$ cat config.mk
export PLATFORM = sky130hd
export DESIGN_NAME = alu_issue_stage
export DESIGN_NICKNAME = d
export VERILOG_FILES = /design/src/rtl/alu_issue_stage.sv
export SDC_FILE = /design/constraint.sdc
export NUM_CORES = 1
export LEC_CHECK = 0
export ABC_CLOCK_PERIOD_IN_PS = 1500
export BUFFER_PORTS_ARGS = -buffer_cell sky130_fd_sc_hd__buf_2
export CORE_MARGIN = 2
export CORE_UTILIZATION = 43
export CTS_CLUSTER_DIAMETER = 60
export CTS_CLUSTER_SIZE = 24
export DETAILED_ROUTE_END_ITERATION = 10
export PLACE_DENSITY = 0.84
export SLEW_MARGIN = 5
export SYNTH_ARGS = -nofsm -noshare
export SYNTH_HDL_FRONTEND = slang
export SYNTH_SLANG_ARGS = --single-unit
export TNS_END_PERCENT = 10
$ cat constraint.sdc
create_clock -name clk -period 1.5 [get_ports clk]
set_input_delay 0.075 -clock clk [delete_from_list [all_inputs] [get_ports clk]]
set_output_delay 0.075 -clock clk [all_outputs]
set_load 0.005 [all_outputs]
$ cat src/rtl/alu_issue_stage.sv
// ID/EX boundary: ALU-control decode, ID/EX pipeline register with stall/flush, EX/MEM and MEM/WB operand forwarding.
// Latency: ID->EX 1 cycle; forwarding onto operandA/operandB/ex_storeData is combinational.
// Backpressure: stall holds every stored field, flush inserts a bubble; ALU_ISSUE_IMM_EN enables aluOp=11 opcode decode.
module alu_issue_stage #(
    parameter int DATA_W = 32,  // ALU is fixed at 32 bits; other widths are not supported
    parameter int REG_AW = 5
) (
    input  logic              clk,
    input  logic              rst_n,
    input  logic              id_valid,
    input  logic [1:0]        id_aluOp,
    input  logic [5:0]        id_funct,
    input  logic [5:0]        id_opcode,
    input  logic              id_aluSrc,
    input  logic [REG_AW-1:0] id_rs,
    input  logic [REG_AW-1:0] id_rt,
    input  logic [DATA_W-1:0] id_readData1,
    input  logic [DATA_W-1:0] id_readData2,
    input  logic [15:0]       id_imm16,
    input  logic              stall,
    input  logic              flush,
    input  logic              exmem_regWrite,
    input  logic [REG_AW-1:0] exmem_rd,
    input  logic [DATA_W-1:0] exmem_result,
    input  logic              memwb_regWrite,
    input  logic [REG_AW-1:0] memwb_rd,
    input  logic [DATA_W-1:0] memwb_result,
    output logic              ex_valid,
    output logic [3:0]        ex_aluControl,
    output logic [DATA_W-1:0] operandA,
    output logic [DATA_W-1:0] operandB,
    output logic [DATA_W-1:0] ex_storeData,
    output logic              ex_illegal
);

    localparam logic [3:0] CTRL_AND = 4'b0000;
    localparam logic [3:0] CTRL_OR  = 4'b0001;
    localparam logic [3:0] CTRL_ADD = 4'b0010;
    localparam logic [3:0] CTRL_SUB = 4'b0110;
    localparam logic [3:0] CTRL_SLT = 4'b0111;
    localparam logic [3:0] CTRL_NOR = 4'b1100;

    typedef struct packed {
        logic              vld;
        logic [3:0]        ctrl;
        logic              illegal;
        logic              alu_src;
        logic [REG_AW-1:0] rs;
        logic [REG_AW-1:0] rt;
        logic [DATA_W-1:0] rd1;
        logic [DATA_W-1:0] rd2;
        logic [DATA_W-1:0] imm;
    } idex_t;

    idex_t             idex_q;
    idex_t             idex_d;
    logic [3:0]        dec_ctrl;
    logic              dec_illegal;
    logic              dec_zext;
    logic [DATA_W-1:0] imm32;
    logic [DATA_W-1:0] fwd_a;
    logic [DATA_W-1:0] fwd_b;

    always_comb begin
        dec_ctrl    = CTRL_ADD;
        dec_illegal = 1'b0;
        dec_zext    = 1'b0;
        case (id_aluOp)
            2'b00: dec_ctrl = CTRL_ADD;
            2'b01: dec_ctrl = CTRL_SUB;
            2'b10: begin
                case (id_funct)
                    6'b100000: dec_ctrl = CTRL_ADD;
                    6'b100010: dec_ctrl = CTRL_SUB;
                    6'b100100: dec_ctrl = CTRL_AND;
                    6'b100101: dec_ctrl = CTRL_OR;
                    6'b100111: dec_ctrl = CTRL_NOR;
                    6'b101010: dec_ctrl = CTRL_SLT;
                    default:   dec_illegal = 1'b1;
                endcase
            end
            default: begin
`ifdef ALU_ISSUE_IMM_EN
                case (id_opcode)
                    6'b001000: dec_ctrl = CTRL_ADD;
                    6'b001010: dec_ctrl = CTRL_SLT;
                    6'b001100: begin dec_ctrl = CTRL_AND; dec_zext = 1'b1; end
                    6'b001101: begin dec_ctrl = CTRL_OR;  dec_zext = 1'b1; end
                    default:   dec_illegal = 1'b1;
                endcase
`else
                dec_illegal = 1'b1;
`endif
            end
        endcase
    end

`ifndef ALU_ISSUE_IMM_EN
    // Opcode only matters to the immediate decoder.
    logic unused_opcode;
    assign unused_opcode = ^id_opcode;
`endif

    assign imm32 = dec_zext ? {{(DATA_W-16){1'b0}}, id_imm16}
                            : {{(DATA_W-16){id_imm16[15]}}, id_imm16};

    always_comb begin
        idex_d         = '0;
        idex_d.vld     = id_valid;
        idex_d.ctrl    = dec_ctrl;
        idex_d.illegal = dec_illegal & id_valid;
        idex_d.alu_src = id_aluSrc;
        idex_d.rs      = id_rs;
        idex_d.rt      = id_rt;
        idex_d.rd1     = id_readData1;
        idex_d.rd2     = id_readData2;
        idex_d.imm     = imm32;
    end

    always_ff @(posedge clk) begin
        if (!rst_n)
            idex_q <= '0;
        else if (flush)
            idex_q <= '0;
        else if (!stall)
            idex_q <= idex_d;
    end

    // EX/MEM is the younger producer, so it takes precedence; r0 is hardwired zero and never forwarded.
    function automatic logic [DATA_W-1:0] fwd(input logic [REG_AW-1:0] r,
                                              input logic [DATA_W-1:0] stored);
        if (exmem_regWrite && (exmem_rd != '0) && (exmem_rd == r))
            return exmem_result;
        else if (memwb_regWrite && (memwb_rd != '0) && (memwb_rd == r))
            return memwb_result;
        else
            return stored;
    endfunction

    assign fwd_a = fwd(idex_q.rs, idex_q.rd1);
    assign fwd_b = fwd(idex_q.rt, idex_q.rd2);

    assign ex_valid      = idex_q.vld;
    assign ex_aluControl = idex_q.ctrl;
    assign ex_illegal    = idex_q.illegal;
    assign operandA      = fwd_a;
    assign operandB      = idex_q.alu_src ? idex_q.imm : fwd_b;
    assign ex_storeData  = fwd_b;

endmodule

======== After elaboration in Yosys (flattened, before gate mapping) ========
Index checks and enable logic that the tools add are counted.
word-level totals
  output and inout port bits .............. 102
  logic and storage cells ................. 44
  input bits .............................. 186
  register bits after elaboration ......... 97
operators by class
  reductions and logical operators ........ 12
  equality and inequality tests ........... 12
  muxes and demuxes ....................... 9
  bitwise logic cells ..................... 2
operators with widths
  cell                count
  $mux 32             5
  $eq 6x6->1 const B  6
  $eq 5x5->1          4
  $pmux 4 s5          1
  $reduce_bool 5->1   2
  $pmux 4 s2          1
  $logic_and 1x1->1   6
  $reduce_or 6->1     1
  $reduce_or 2->1     2
  $eq 2x1->1 const B  1
  $eq 2x2->1 const B  1
  $logic_not 2->1     1
  $pmux 1 s2          1
  $and 1x1->1         1
  $mux 1              1
  $not 1->1           1

======== Depth between registers and ports, before layout ========
  depth in word-level cells ............... 6
  mapped depth ............................ 7

======== Least setup slack after synthesis ========
Ideal clock, no wire load.
  kind .................................... reg-to-output
  from .................................... register idex_q[98] (netlist name)
  to ...................................... output operandB[30]
  data required time ...................... 1.425 ns
  path buffers ............................ 2
  stages on the path, launching flop included .. 8
  arrival ................................. 1.569 ns
  setup slack ............................. -0.144 ns
  cells stage by stage .................... dfxtp_1 > xor2_1 > a211oi_2 > and2_0 > buf_2 > buf_4 > a211oi_2 > o31ai_2
on the way
  cells in the longest elaborated chain, start to end .. 5
ends and longest elaborated chain
  item                    RTL line  RTL
  from (decl)             55        idex_t idex_q;
  from (signal assigned)  126       idex_q <= idex_d;
  $eq 5x5->1              134       else if (memwb_regWrite && (memwb_rd != '0) && (memwb_rd == r))
  $logic_and 1x1->1       134
  $mux 32                 134
  $mux 32 (*)             132       if (exmem_regWrite && (exmem_rd != '0) && (exmem_rd == r))
  $mux 32 (*)             147       assign operandB = idex_q.alu_src ? idex_q.imm : fwd_b;
  to (decl)               31        output logic [DATA_W-1:0] operandB,
Every way passes the cells marked *; elsewhere a longest branch is shown, timed or not.

======== Worst setup path after layout ========
  from .................................... register idex_q[103] (netlist name)
  to ...................................... output operandA[4]
on the way
  cells in the longest elaborated chain, start to end .. 4
ends and longest elaborated chain
  item               RTL line  RTL
  $eq 5x5->1         134
  $logic_and 1x1->1  134
  $mux 32            134
  $mux 32 (*)        132
  to (decl)          30        output logic [DATA_W-1:0] operandA,
Marks and branches as above.

==> impl_metrics.ini <==
[outcome]
outcome = complete, but fails checks
failed_checks = negative setup slack

[synthesis]
ys_types = 40
synth_xor_area_share_pct = 2.92
synth_compound_area_share_pct = 21.7
synth_edf_count = 0
yosys_warnings = 0
synth-seq-cells = 97
yosysSeqAreaShare_pct = 32.4
syn-num-nets = 877
synthAdderAreaFrac_pct = 0.627
avgSynthCellArea_um2 = 8.71
synth_area_um2 = 5990
synth_top_family_by_area = compound AO/OA/AOI/OAI gates
synthSimpleGateAreaFrac_pct = 15.6
synthArstFlopShare_pct = 0
synthCells = 688
synthMuxAreaShare_pct = 20.9
synthFlopType = dfxtp_1

[layout]
final_cell_mix = buf_2, nor2_1, mux2i_1
drive_above_1_share_pct = 47.5
layout_commonest_cell = buf_2
nNetsFinal = 1259
synthToLayoutAreaGrowth_pct = 61.0
fin_cells = 1256
postLayoutCoreUtil_pct = 70.3

[grt]
grt_pass1_vias = 6859
grt_overflow = 0
antenna_found_initial = 3
grt_use_total_pct = 29.6
grt_first_pass_wirelength_mm = 34.4
grt_max_degree = 98

[setup_path]
arrival_ps = 2200
regToRegEndpoint = idex_q[104]
crit_path_top_delay_cell = dfxtp_2
end_kind = primary output
r2r-start = idex_q[104]
setup.worst_path.class = reg -> out
cp.depth = 8
cp_slowest_stage_delay_ps = 360
critical_path_peak_fanout = 4
rrSetupSlack_ps = 610
path_delay_family = buffers and inverters
setup.worst_path.start_class = register
ff2ff_path_depth = 4
worst-path-buf-inv = 3
cp_cell_sequence = xnor2_2, nand4_1, a211oi_4, buf_6, buf_8, mux2i_4, a21oi_2, buf_2
crit_start = idex_q[103]
worst_ep_required_time_ps = 1420
cp-endpoint = operandA[4]

[floorplanning]
rows = 43
design.core.area_um2 = 13700
ios = 288
start_util_pct = 43.7
die_h_um = 122
die_area_um2 = 14900
die_w_um = 122

[place]
numPortBuffers = 281
place_hpwl_mm = 14.6
post-place-ws_ps = -526
place_congestion = 0.937
dp.cells = 1142

[sta]
fin_skew_ps = 0
setup_tns_ps = -62990
worst_slew_pin_slew_ps = 783
finalSetupViolations = 96
maxSlewHeadroom_pct = 47.4
whs_ps = 19.4
grt_setup_unrepaired = true
max_freq_mhz = 439
layout_min_cycle_time_ps = 2280
drv_slew = 0
period_share_pct = 152
hold_viol = 0
fin_ws_ps = -776

[clock_tree]
cts_max_path_buffers = 2
cts_tree = built
cts_num_sinks = 97
clk_pin_slew_worst_paths_ps = 70
cts_root_buf = clkbuf_16
numCtsBuffers = 9
cts-htree-levels = 3
clk_latency_ps = 350

[routing]
wirelength_mm = 23.4
dr_wl_met2_mm = 12.2
viasPerCell = 5.45
wl_per_cell_um = 18.6
wl_met1_mm = 8.95
drc = 0
routed.top_layer = met5
final_antenna_net_count = 0
vias = 6839
met3_length_mm = 1.40
initialDrtViolationCount = 449
dr.pass1.iters = 5

[hold_path]
min_path_type = in -> reg

[power_and_ir_drop]
power.leakage_nw = 4.52
ir_worst_vdd_uv = 484
powerDensity_nw_per_um2 = 679

[flow_run]
max_cap_viol_count = 0
-- layout make-up --
class,count,area [µm²]
Antenna cell,2,5.00
Multi-Input combinational cell,526,4140
Inverter,6,22.5
Fill cell,935,4080
Clock buffer,13,270
Sequential cell,97,1950
Timing Repair Buffer,430,3010
Tap cell,180,225
Clock inverter,2,12.5
-- metal layers --
metal  track usage, %  vias to the layer above
li1                 -                     3156
met1             33.1                     3261
met2             53.3                      340
met3             6.69                       80
met4             13.8                        2
met5                0                        -
-- registers in the layout, indices dropped and copies added (netlist names) --
register,cells
idex_q,91
ex_aluControl,4
ex_illegal,1
ex_valid,1
-- synthesized netlist by cell type (all sizes together), types with 2 or more instances --
master	number	area, µm²
a211oi	34	415
a31oi	2	12.5
nand2b	2	12.5
nand2	21	78.8
nand4	2	12.5
nor2b	2	12.5
mux2i	125	1250
inv	6	22.5
a21oi	37	185
a21boi	32	240
nor2	194	728
or4	2	18.8
o21ai	4	20.0
ha	3	37.5
xor2	4	35.0
o31ai	32	390
xnor2	16	140
buf	38	246
clkbuf	21	78.8
dfxtp	97	1940
nor3	2	10.0
-- report_power, final --
part / leakage [nW] / switching, mW / internal (mW)
clock: 0.138 / 1.00 / 1.25
sequential: 0.794 / 0.0577 / 2.66
combinational: 3.59 / 0.743 / 0.835
total: 4.52 / 1.80 / 4.75
-- through the flow --
| step | power, mW | area [µm²] |
|---|---|---|
| floorplan | 3.41 | 6180 |
| global placement | 3.98 | 8010 |
| detailed placement | 4.02 | 8010 |
| CTS | 6.47 | 9480 |
| global route | 6.80 | 9640 |
| finish | 6.55 | 9640 |
-- cell families (layout without fill, tap and decap cells) --
logic type	after synthesis	in the layout
AO/OA/AOI/OAI	145	145
XOR/XNOR	20	20
adder cells (fa/ha/maj)	3	3
buffers and inverters	65	451
flip-flops	97	97
multiplexers	125	125
other	0	2
AND/OR/NAND/NOR	233	233
-- how the worst min path moves through the flow --
stage / from / endpoint / depth (start not counted)
2_1_floorplan: id_rt[4] / idex_q[100] / 2
3_3_place_gp: id_readData2[1] / idex_q[33] / 3
3_5_place_dp: id_readData2[1] / idex_q[33] / 3
4_1_cts: id_rs[0] / idex_q[101] / 3
5_1_grt: id_rs[0] / idex_q[101] / 3
6_report: id_readData1[2] / idex_q[66] / 3
-- worst reg2reg max path: cells and delay by family (launching register included) --
kind / cells / cell delay (ps)
buffers and inverters: 2 / 260
flip-flops: 1 / 330
multiplexers: 1 / 130
AND/OR/NAND/NOR: 1 / 50
-- repair_timing --
item | in CTS | in global routing
endpoints found under the setup margin | 96 | 96
pin swaps | 35 | 10
endpoints found under the hold margin | 89 | 0
hold buffers | 89 | 0
gates cloned | 2 | 1
resized for setup | 52 | 36
buffers inserted | 5 | 2
Note: power is estimated with default switching activity, not from simulation.
